===== config.mk =====
export PLATFORM = sky130hd
export DESIGN_NAME = sevenseg_scan_decoder_flat
export DESIGN_NICKNAME = d
export VERILOG_FILES = /design/src/rtl/sevenseg_pkg.sv /design/src/rtl/sevenseg_scan_decoder_if.sv /design/src/rtl/sevenseg_pattern_decode.sv /design/src/rtl/sevenseg_scan_decoder.sv /design/src/flat_wrapper.sv
export SDC_FILE = /design/constraint.sdc
export NUM_CORES = 1
export LEC_CHECK = 0
export ABC_AREA = 1
export BUFFER_PORTS_ARGS = -buffer_cell sky130_fd_sc_hd__buf_4
export CORE_UTILIZATION = 58
export CTS_CLUSTER_DIAMETER = 30
export DETAILED_ROUTE_END_ITERATION = 12
export GPL_ROUTABILITY_DRIVEN = 0
export PLACE_DENSITY = 0.82
export RECOVER_POWER = 100
export SYNTH_ARGS = -nofsm -noshare
export SYNTH_HDL_FRONTEND = slang
export SYNTH_SLANG_ARGS = --single-unit

===== constraint.sdc =====
create_clock -name clk -period 2.05 [get_ports clk]
set_clock_uncertainty 0.1 [all_clocks]
set_input_delay 0.205 -clock clk [delete_from_list [all_inputs] [get_ports clk]]
set_output_delay 0.205 -clock clk [all_outputs]
set_load 0.02 [all_outputs]

===== src/rtl/sevenseg_pkg.sv =====
// Shared types, active-low segment codes and FSM states for the seven-segment scan decoder.
package sevenseg_pkg;

  typedef logic [6:0] seg_t;
  typedef logic [3:0] nibble_t;

  // Active-low patterns, bit0=a ... bit6=g.
  localparam seg_t SEG_0 = 7'h40;
  localparam seg_t SEG_1 = 7'h79;
  localparam seg_t SEG_2 = 7'h24;
  localparam seg_t SEG_3 = 7'h30;
  localparam seg_t SEG_4 = 7'h19;
  localparam seg_t SEG_5 = 7'h12;
  localparam seg_t SEG_6 = 7'h02;
  localparam seg_t SEG_7 = 7'h78;
  localparam seg_t SEG_8 = 7'h00;
  localparam seg_t SEG_9 = 7'h10;
  localparam seg_t SEG_A = 7'h08;
  localparam seg_t SEG_B = 7'h03;
  localparam seg_t SEG_C = 7'h46;
  localparam seg_t SEG_D = 7'h21;
  localparam seg_t SEG_E = 7'h06;
  localparam seg_t SEG_F = 7'h0E;

  typedef enum logic [1:0] {IDLE, SETTLE, HELD} state_e;

  // Index of the highest set bit; callers only pass one-hot vectors.
  function automatic logic [2:0] onehot_index(input logic [7:0] v);
    logic [2:0] idx;
    idx = '0;
    for (int i = 0; i < 8; i++) begin
      if (v[i]) idx = 3'(i);
    end
    return idx;
  endfunction

endpackage


===== src/rtl/sevenseg_scan_decoder_if.sv =====
// Bus bundle between a seven-segment display driver (master) and the scan decoder (slave).
interface sevenseg_scan_decoder_if #(
  parameter int unsigned NUM_DIGITS = 4
);
  logic [6:0]              seg_n;
  logic [NUM_DIGITS-1:0]   dig_en;
  logic                    clear;
  logic [4*NUM_DIGITS-1:0] value;
  logic                    frame_valid;
  logic [NUM_DIGITS-1:0]   slot_mask;
  logic                    err;
  logic [2:0]              err_digit;

  modport master (
    output seg_n, dig_en, clear,
    input  value, frame_valid, slot_mask, err, err_digit
  );

  modport slave (
    input  seg_n, dig_en, clear,
    output value, frame_valid, slot_mask, err, err_digit
  );
endinterface


===== src/rtl/sevenseg_pattern_decode.sv =====
// Combinational active-low seven-segment pattern to hex nibble decoder.
module sevenseg_pattern_decode
  import sevenseg_pkg::*;
(
  input  seg_t    seg_i,
  output nibble_t nibble_o,
  output logic    valid_o
);

  always_comb begin
    nibble_o = '0;
    valid_o  = 1'b1;
    case (seg_i)
      SEG_0:   nibble_o = 4'h0;
      SEG_1:   nibble_o = 4'h1;
      SEG_2:   nibble_o = 4'h2;
      SEG_3:   nibble_o = 4'h3;
      SEG_4:   nibble_o = 4'h4;
      SEG_5:   nibble_o = 4'h5;
      SEG_6:   nibble_o = 4'h6;
      SEG_7:   nibble_o = 4'h7;
      SEG_8:   nibble_o = 4'h8;
      SEG_9:   nibble_o = 4'h9;
      SEG_A:   nibble_o = 4'hA;
      SEG_B:   nibble_o = 4'hB;
      SEG_C:   nibble_o = 4'hC;
      SEG_D:   nibble_o = 4'hD;
      SEG_E:   nibble_o = 4'hE;
      SEG_F:   nibble_o = 4'hF;
      default: valid_o  = 1'b0;
    endcase
  end

endmodule


===== src/rtl/sevenseg_scan_decoder.sv =====
// Settles and decodes a multiplexed seven-segment bus into a multi-digit hex word.
// Define SEVENSEG_ERR_EN to enable sticky invalid-pattern reporting (err / err_digit).
module sevenseg_scan_decoder
  import sevenseg_pkg::*;
#(
  parameter int unsigned NUM_DIGITS    = 4,
  parameter int unsigned STABLE_CYCLES = 4
) (
  input logic               clk,
  input logic               rst_n,
  sevenseg_scan_decoder_if.slave bus
);

  localparam int unsigned SW = NUM_DIGITS + 7;
  localparam int unsigned CW = $clog2(STABLE_CYCLES + 1);
  localparam logic [CW-1:0] CntMax  = CW'(STABLE_CYCLES);
  localparam logic [CW-1:0] CntLast = CW'(STABLE_CYCLES - 1);
  localparam logic [CW-1:0] CntOne  = CW'(1);

  logic [SW-1:0] sample_d, sample_q;
  state_e        state_d, state_q;
  logic [CW-1:0] cnt_d, cnt_q;
  logic          onehot, same, capture;

  assign sample_d = {bus.dig_en, bus.seg_n};
  assign onehot   = $onehot(bus.dig_en);
  assign same     = (sample_d == sample_q);

  // State register
  always_ff @(posedge clk or negedge rst_n) begin
    if (!rst_n) begin
      state_q  <= IDLE;
      cnt_q    <= '0;
      sample_q <= '0;
    end else begin
      state_q  <= state_d;
      cnt_q    <= cnt_d;
      sample_q <= sample_d;
    end
  end

  // Next-state logic; any non-one-hot strobe is a blanking interval.
  always_comb begin
    state_d = state_q;
    cnt_d   = cnt_q;
    if (!onehot) begin
      state_d = IDLE;
      cnt_d   = '0;
    end else begin
      unique case (state_q)
        IDLE: begin
          state_d = SETTLE;
          cnt_d   = CntOne;
        end
        SETTLE: begin
          if (!same) begin
            cnt_d = CntOne;
          end else if (cnt_q == CntLast) begin
            state_d = HELD;
            cnt_d   = CntMax;
          end else begin
            cnt_d = cnt_q + CntOne;
          end
        end
        HELD: begin
          if (!same) begin
            state_d = SETTLE;
            cnt_d   = CntOne;
          end
        end
        default: begin
          state_d = IDLE;
          cnt_d   = '0;
        end
      endcase
    end
  end

  // Output logic: single capture strobe on the edge that completes settling.
  always_comb begin
    capture = 1'b0;
    if (onehot && same && (state_q == SETTLE) && (cnt_q == CntLast)) begin
      capture = 1'b1;
    end
  end

  nibble_t dec_nibble;
  logic    dec_valid;

  sevenseg_pattern_decode u_decode (
    .seg_i    (bus.seg_n),
    .nibble_o (dec_nibble),
    .valid_o  (dec_valid)
  );

  nibble_t                 slot_d [NUM_DIGITS];
  nibble_t                 slot_q [NUM_DIGITS];
  logic [NUM_DIGITS-1:0]   mask_d, mask_q;
  logic [4*NUM_DIGITS-1:0] value_d, value_q;
  logic                    fv_d, fv_q;

  always_comb begin
    slot_d  = slot_q;
    mask_d  = mask_q;
    value_d = value_q;
    fv_d    = 1'b0;
    if (bus.clear) begin
      mask_d = '0;
    end else if (capture && dec_valid) begin
      for (int i = 0; i < NUM_DIGITS; i++) begin
        if (bus.dig_en[i]) begin
          slot_d[i] = dec_nibble;
          mask_d[i] = 1'b1;
        end
      end
      if (&mask_d) begin
        for (int i = 0; i < NUM_DIGITS; i++) begin
          value_d[4*i +: 4] = slot_d[i];
        end
        fv_d   = 1'b1;
        mask_d = '0;
      end
    end
  end

  always_ff @(posedge clk or negedge rst_n) begin
    if (!rst_n) begin
      for (int i = 0; i < NUM_DIGITS; i++) slot_q[i] <= '0;
      mask_q  <= '0;
      value_q <= '0;
      fv_q    <= 1'b0;
    end else begin
      slot_q  <= slot_d;
      mask_q  <= mask_d;
      value_q <= value_d;
      fv_q    <= fv_d;
    end
  end

  assign bus.value       = value_q;
  assign bus.frame_valid = fv_q;
  assign bus.slot_mask   = mask_q;

`ifdef SEVENSEG_ERR_EN
  logic       err_d, err_q;
  logic [2:0] err_digit_d, err_digit_q;
  logic [2:0] slot_idx;

  assign slot_idx = onehot_index(8'(bus.dig_en));

  // Only the first offending digit is recorded until err is cleared.
  always_comb begin
    err_d       = err_q;
    err_digit_d = err_digit_q;
    if (bus.clear) begin
      err_d = 1'b0;
    end else if (capture && !dec_valid && !err_q) begin
      err_d       = 1'b1;
      err_digit_d = slot_idx;
    end
  end

  always_ff @(posedge clk or negedge rst_n) begin
    if (!rst_n) begin
      err_q       <= 1'b0;
      err_digit_q <= '0;
    end else begin
      err_q       <= err_d;
      err_digit_q <= err_digit_d;
    end
  end

  assign bus.err       = err_q;
  assign bus.err_digit = err_digit_q;
`else
  assign bus.err       = 1'b0;
  assign bus.err_digit = 3'b000;
`endif

endmodule


===== src/flat_wrapper.sv =====
// flat-port wrapper written by rule: the top's interface ports become plain ports
module sevenseg_scan_decoder_flat import sevenseg_pkg::*;
#(
  parameter int unsigned NUM_DIGITS    = 4,
  parameter int unsigned STABLE_CYCLES = 4
)
  (clk, rst_n, bus_seg_n, bus_dig_en, bus_clear, bus_value, bus_frame_valid, bus_slot_mask, bus_err, bus_err_digit);
  sevenseg_scan_decoder_if #(.NUM_DIGITS(NUM_DIGITS)) bus_i ();
  input logic clk;
  input logic rst_n;
  input wire logic [$bits(bus_i.seg_n)-1:0] bus_seg_n;
  input wire logic [$bits(bus_i.dig_en)-1:0] bus_dig_en;
  input wire logic [$bits(bus_i.clear)-1:0] bus_clear;
  output wire logic [$bits(bus_i.value)-1:0] bus_value;
  output wire logic [$bits(bus_i.frame_valid)-1:0] bus_frame_valid;
  output wire logic [$bits(bus_i.slot_mask)-1:0] bus_slot_mask;
  output wire logic [$bits(bus_i.err)-1:0] bus_err;
  output wire logic [$bits(bus_i.err_digit)-1:0] bus_err_digit;
  assign bus_i.seg_n = bus_seg_n;
  assign bus_i.dig_en = bus_dig_en;
  assign bus_i.clear = bus_clear;
  assign bus_value = bus_i.value;
  assign bus_frame_valid = bus_i.frame_valid;
  assign bus_slot_mask = bus_i.slot_mask;
  assign bus_err = bus_i.err;
  assign bus_err_digit = bus_i.err_digit;
  sevenseg_scan_decoder #(.NUM_DIGITS(NUM_DIGITS), .STABLE_CYCLES(STABLE_CYCLES)) u_core (.clk(clk), .rst_n(rst_n), .bus(bus_i));
endmodule

==> results.toml, run 1 <==
[synth]
synth_top_area_frac = 0.447
synthDistinctLibCells = 26
yosys-top-cells-area = "dfrtp_1 (45%), nand2_1 (25%), nand3_1 (7.6%)"
synthTopCellsByCount = "nand2_1 (195), dfrtp_1 (53), nand3_1 (45), nor2_1 (36), inv_1 (26)"
synth_seq_cells = 53
synth.most_common_cell = "nand2_1"
yosysWarnings = 0
synth_async_sr_flop_share = 1.00
ys_seq_area_frac = 0.447
synth_largest_area_cell = "dfrtp_1"
synth_enable_flop_cells = 0
synth_ff_type = "dfrtp_1"
syn_inst = 412
avgSynthCellArea_um2 = 7.20
synthesis.area_um2 = 2970

[clocking]
cts_buffer_depth = 2
cts_max_level = 2
cts_buffers = 5
clk_pin_slew_worst_paths_ns = 0.10
cts_num_sinks = 53
clock_latency_ns = 0.32
cts_tree = "yes"
root_buffer = "clkbuf_8"

[die]
rows = 25
io-pin-count = 39
start_util = 0.616
chipWidth_um = 73.5
fp.dieH_um = 73.5
core_area_um2 = 4820
die_area_um2 = 5400

[routing]
wl_per_cell_um = 15.6
routed_wl_um = 8480
vias_per_cell = 5.54
dr.pass1.iters = 7
first_iter_violations = 336
postRouteAntennaNets = 0
drc = 0
vias = 3021

[finish]
antenna_cells = 0
final_area_um2 = 3770
drive_above_1_share = 0.149
syn2layout_area_growth_pct = 27.1
layout.nets = 497
multiInputGateArea_um2 = 1580
seqCellArea_um2 = 1330
nFillCells = 374
final_util = 0.783

[place]
dpl.hpwl_um = 4710
numPortBuffers = 34
dpl_cell_area_um2 = 3370
dp_slack_ns = -0.582

[sta]
min_period_ns = 2.38
rsz0062_at_grt = "true"
drv_slew = 0
maxClockFrequency_mhz = 420
relSlewSlack = 0.116
final-hold-violation-count = 0
finalCritPeriodShare = 1.16
hold_ws_ns = 0.0483
setup_viol = 37
worst_slew_pin_slew_ns = 1.33
timing.final.ws_setup_ns = -0.332

[pwr]
ir_drop_mv = 0.526
power_frac_comb = 0.136
intPower_uw = 1540
p_leak_uw = 0.00201
p_per_area_nw_per_um2 = 559
sw_frac_of_total = 0.270
p_switching_uw = 570
power.share.clock = 0.349
total_power_uw = 2110
seq_power_share = 0.515

[grt]
grt_first_pass_wirelength_um = 12900
first_global_vias = 2855
grt.total_usage = 0.320
antenna_found_initial = 0
grt_max_degree = 54
overflow = 0

[critical_path]
crit_start = "bus_dig_en[3]"
r2r-start = "u_core.sample_q[6]$_DFF_PN0_"
crit_type = "input pin to register"
crit_fanout = 8
critPathArrivalTime_ns = 2.54
crit_path_start_kind = "input pin"
endpoint_kind = "register"
critical_path_required_ns = 2.21

[outcome]
failed_checks = "setup timing"
status = "finished with violations"

[min_path]
hp-class = "input pin to register"
hp-start = "bus_dig_en[1]"

[flow_run]
cap_viol_max_count = 0
-- cells by family after synthesis --
group | Yosys count | synth area share
AOI/OAI and AO/OA | 11 | 0.0186
DFF | 53 | 0.447
xor gates and xnor gates | 5 | 0.0148
buffers and inverters | 42 | 0.0713
adders and majority gates | 6 | 0.0278
and+or+nand+nor | 294 | 0.419
other | 1 | 0.00126
-- path summary, 6_finish.rpt --
kind                                                   endpoint  slack (ns)  cells after the start
worst max-delay path            u_core.bus.value[5]$_DFFE_PN0P_       -0.33                     13
worst min-delay path               u_core.sample_q[8]$_DFF_PN0_        0.05                      2
worst max register to register  u_core.bus.value[5]$_DFFE_PN0P_        0.05                      9
worst min register to register  u_core.bus.value[3]$_DFFE_PN0P_        0.39                      2
max in group asynchronous       u_core.bus.value[4]$_DFFE_PN0P_        0.44                      2
min in group asynchronous         u_core.state_q[0]$_DFFE_PN0P_        0.62                      2
-- critical path, cell delays in order --
cell      delay [ns]
buf_8           0.10
ha_4            0.23
ha_4            0.15
fa_1            0.44
nand3b_1        0.20
nor3_2          0.20
buf_4           0.15
nand4_1         0.21
nor2_4          0.18
buf_12          0.16
buf_8           0.13
nand3_2         0.08
nand2_2         0.09
-- what timing repair did --
| action | in CTS | in global routing |
|---|---|---|
| buffers inserted | 7 | 2 |
| gates resized for setup | 9 | 27 |
| hold buffers | 8 | 0 |
| setup endpoints to repair | 37 | 38 |
| endpoints found under the hold margin | 60 | 0 |
| cloned | 3 | 5 |
| pin swaps | 6 | 34 |
-- sequential cells by signal (all words and copies together) (netlist names) --
signal,cells
u_core.bus.frame_valid,1
u_core.bus.slot_mask,4
u_core.bus.value,16
u_core.cnt_q,3
u_core.sample_q,11
u_core.slot_q,16
u_core.state_q,2
-- per-layer routing --
| layer | vias up | routed length [um] | global-route usage |
|---|---|---|---|
| met5 | - | 0 | 0 |
| met4 | 0 | 378 | 0.177 |
| met3 | 52 | 715 | 0.0658 |
| met2 | 179 | 4030 | 0.516 |
| met1 | 1380 | 3360 | 0.403 |
| li1 | 1410 | - | - |
-- area by class of cell --
| class | count | share of cell area |
|---|---|---|
| Clock buffer | 6 | 0.0192 |
| Tap cell | 67 | 0.0222 |
| Inverter | 29 | 0.0289 |
| Sequential cell | 53 | 0.352 |
| Timing Repair Buffer | 67 | 0.150 |
| Clock inverter | 2 | 0.0103 |
| Multi-Input combinational cell | 321 | 0.418 |
-- power groups by stage --
stage / registers, uW / logic, uW / clock network (uW)
after global placement: 1100 / 252 / 0
after floorplan: 1100 / 157 / 0
after global routing: 1090 / 324 / 781
after detailed placement: 1100 / 262 / 0
final: 1090 / 286 / 736
after CTS: 1080 / 284 / 733
-- stage by stage --
stage	instances	TNS [ns]
after floorplan	415	-10.61
after global placement	515	-18.41
after detailed placement	515	-20.44
after CTS	541	-6.10
after global routing	545	-14.85
final	545	-10.98
-- layout by cell type, fill, tap and decap left out --
| cell type | count |
|---|---|
| and2_1 | 1 |
| buf_12 | 3 |
| buf_4 | 14 |
| buf_6 | 4 |
| buf_8 | 4 |
| bufinv_16 | 1 |
| clkbuf_1 | 30 |
| clkbuf_16 | 4 |
| clkbuf_2 | 1 |
| clkbuf_8 | 5 |
| clkinv_4 | 1 |
| conb_1 | 4 |
| dfrtp_1 | 53 |
| dlygate4sd3_1 | 8 |
| fa_1 | 1 |
| ha_1 | 2 |
| ha_4 | 3 |
| inv_1 | 25 |
| inv_2 | 4 |
| nand2_1 | 192 |
| nand2_2 | 3 |
| nand3_1 | 33 |
| nand3_2 | 15 |
| nand3_4 | 2 |
| nand3b_1 | 1 |
| nand4_1 | 2 |
| nor2_1 | 36 |
| nor2_2 | 1 |
| nor2_4 | 2 |
| nor3_1 | 4 |
| nor3_2 | 1 |
| nor3_4 | 1 |
| o21ai_0 | 9 |
| o21ai_1 | 1 |
| o21ai_2 | 1 |
| or3_4 | 1 |
| xnor2_1 | 4 |
| xor2_1 | 1 |
(Power assumes the default switching activity.)
==> run 2: changes to the inputs <==
--- a/config.mk
+++ b/config.mk
@@ -5,13 +5,13 @@
 export SDC_FILE = /design/constraint.sdc
 export NUM_CORES = 1
 export LEC_CHECK = 0
-export ABC_AREA = 1
+export ABC_AREA = 0
 export BUFFER_PORTS_ARGS = -buffer_cell sky130_fd_sc_hd__buf_4
-export CORE_UTILIZATION = 58
+export CORE_UTILIZATION = 57
 export CTS_CLUSTER_DIAMETER = 30
 export DETAILED_ROUTE_END_ITERATION = 12
 export GPL_ROUTABILITY_DRIVEN = 0
-export PLACE_DENSITY = 0.82
+export PLACE_DENSITY = 0.81
 export RECOVER_POWER = 100
 export SYNTH_ARGS = -nofsm -noshare
 export SYNTH_HDL_FRONTEND = slang
==> run 2 against run 1 <==
Combinational power increased by 11%. Register-to-register slack lost 0.14 ns. Critical path type unchanged. Largest cell class unchanged. Sequential power about the same. The flow still finishes with violations (setup timing). Sequential cell count did not move. Final cell count fell by 29%.
==> results.toml, run 2 <==
[synth]
synth_seq_cells = 53
yosys-top-cells-area = "dfrtp_1 (47%), mux2_1 (7.5%), mux2_2 (6.8%)"
synth_top_area_frac = 0.468
synth_ff_type = "dfrtp_1"
synthesis.area_um2 = 2830
avgSynthCellArea_um2 = 11.3
ys_seq_area_frac = 0.468
synthTopCellsByCount = "dfrtp_1 (53), nor2_1 (23), mux2_1 (19), mux2_2 (17), a21oi_1 (16)"
synth_enable_flop_cells = 0
synth_largest_area_cell = "dfrtp_1"
synth_async_sr_flop_share = 1.00
yosysWarnings = 0
synth.most_common_cell = "dfrtp_1"
syn_inst = 251
synthDistinctLibCells = 54

[critical_path]
crit_type = "input pin to register"
crit_path_start_kind = "input pin"
r2r_cells = 8
crit_slowest_cell = "fa_1"
critPathMaxStageDelay_ns = 0.46
crit_family = "simple AND/OR/NAND/NOR gates"
r2r_slack_ns = -0.09
critical_path_required_ns = 2.15
crit_fanout = 8
critPathArrivalTime_ns = 2.47
r2r_end = "u_core.slot_q[0]$_DFFE_PN0P_"
path_common_cell = "ha_4"
crit_buf_inv = 2
r2r-start = "u_core.cnt_q[0]$_DFFE_PN0P_"
endpoint_kind = "register"
crit_chain = "buf_8 > ha_4 > ha_4 > fa_1 > nor3b_2 > and4b_1 > and2_4 > and3_4 > buf_12 > mux2_4"

[finish]
layout_common_cells = "buf_4 (61), dfrtp_1 (53), mux2_4 (26), nor2_1 (23), a21oi_1 (16)"
final_util = 0.782
syn2layout_area_growth_pct = 31.2
final_common_cell = "buf_4"
layout.nets = 338
drive_above_1_share = 0.414
nFillCells = 290
antenna_cells = 0
final_area_um2 = 3720

[grt]
overflow = 0
grt_first_pass_wirelength_um = 11000
grt_max_degree = 54
first_global_vias = 2259
grt.total_usage = 0.274
antenna_found_initial = 0

[min_path]
worstHoldPathCells = 2
hp-start = "bus_clear"
min_to = "u_core.bus.slot_mask[3]$_DFFE_PN0P_"
hp-class = "input pin to register"

[sta]
rsz0062_at_grt = "true"
relSlewSlack = 0.469
setup_viol = 36
finalCritPeriodShare = 1.16
worst_slew_pin_slew_ns = 0.796
drv_slew = 0
timing.final.ws_setup_ns = -0.327
final-hold-violation-count = 0
maxClockFrequency_mhz = 421
min_period_ns = 2.38
setup_tns_ns = -9.98

[clocking]
cts_buffer_depth = 2
cts_max_level = 2
clock_latency_ns = 0.31
clk_pin_slew_worst_paths_ns = 0.10
cts_tree = "yes"
root_buffer = "clkbuf_8"
cts_num_sinks = 53
cts_buffers = 5

[place]
dp_slack_ns = -0.755
numPortBuffers = 34
dpl_cell_area_um2 = 3420
dpl.hpwl_um = 4220

[routing]
first_iter_violations = 94
vias = 2253
postRouteAntennaNets = 0
dr.pass1.iters = 4
vias_per_cell = 5.84
routed_wl_um = 6840
wl_per_cell_um = 17.7
drc = 0

[die]
fp.dieH_um = 72.5
start_util = 0.596
io-pin-count = 39
rows = 25
chipWidth_um = 72.5
die_area_um2 = 5260
core_area_um2 = 4750

[pwr]
p_per_area_nw_per_um2 = 535
p_leak_uw = 0.00177
ir_drop_mv = 0.614

[outcome]
status = "finished with violations"
failed_checks = "setup timing"

[flow_run]
cap_viol_max_count = 0
[run 2: cell types whose count changed after synthesis, moves of 5 or more]
cell,previous run,this run
and3_1,0,5
mux2_2,0,17
a31oi_1,0,5
nand2_1,195,4
xnor2_1,4,11
mux2_1,0,19
a21oi_1,0,16
inv_1,26,5
nand3_1,45,3
nor2_1,36,23
[run 2: worst max-delay path by stage]
stage	from	end	slack (ns)	depth (start not counted)
floorplan	bus_dig_en[2]	u_core.bus.value[10]$_DFFE_PN0P_	-0.54	10
global placement	bus_dig_en[2]	u_core.slot_q[2]$_DFFE_PN0P_	-0.69	10
detailed placement	bus_dig_en[2]	u_core.slot_q[1]$_DFFE_PN0P_	-0.76	10
CTS	bus_dig_en[1]	u_core.bus.value[4]$_DFFE_PN0P_	-0.31	10
global route	bus_dig_en[1]	u_core.slot_q[2]$_DFFE_PN0P_	-0.42	11
finish	bus_dig_en[1]	u_core.bus.value[2]$_DFFE_PN0P_	-0.33	10
[run 2: kinds of logic (layout without fill, tap and decap cells)]
| group | after synthesis | in the layout | synth area share |
|---|---|---|---|
| AOI/OAI and AO/OA | 45 | 45 | 0.105 |
| and+or+nand+nor | 73 | 73 | 0.168 |
| xor gates and xnor gates | 12 | 12 | 0.0371 |
| adders and majority gates | 6 | 6 | 0.0291 |
| other | 1 | 4 | 0.00132 |
| DFF | 53 | 53 | 0.468 |
| buffers and inverters | 25 | 90 | 0.0481 |
| muxes | 36 | 36 | 0.143 |
[run 2: timing repair]
action,CTS,global route
pin swaps,12,7
setup buffers,5,3
setup endpoints to repair,36,37
hold buffers,2,0
resized for setup,29,5
cloned,1,0
hold endpoints to repair,54,0
[run 2: layer usage]
metal,wire length (um),track usage,vias up
li1,-,-,1032
met1,2960,0.347,1136
met2,3470,0.470,73
met3,297,0.0556,12
met4,112,0.0915,0
met5,0,0,-
[run 2: power breakdown]
part / internal, uW / switching, uW / leakage (uW)
logic: 148 / 170 / 0.00102
registers: 1060 / 15.8 / 0.000713
clock network: 241 / 350 / 0.0000374
[run 2: area by class of cell]
cell class	count	area, um^2	share of cell area
clock inverters	2	15.0	0.00404
multi-input cells	176	1570	0.423
well taps	67	83.8	0.0226
clock buffers	6	72.6	0.0195
flip-flops and latches	53	1330	0.357
inverters	5	18.8	0.00505
repair buffers	77	627	0.169
[run 2: through the flow]
| step | cells | hold slack [ns] | power, uW |
|---|---|---|---|
| floorplan | 254 | -0.191 | 1270 |
| global placement | 370 | 0.170 | 1380 |
| detailed placement | 370 | 0.179 | 1390 |
| CTS | 386 | 0.0278 | 1980 |
| global route | 386 | 0.0326 | 2060 |
| finish | 386 | 0.0282 | 1990 |
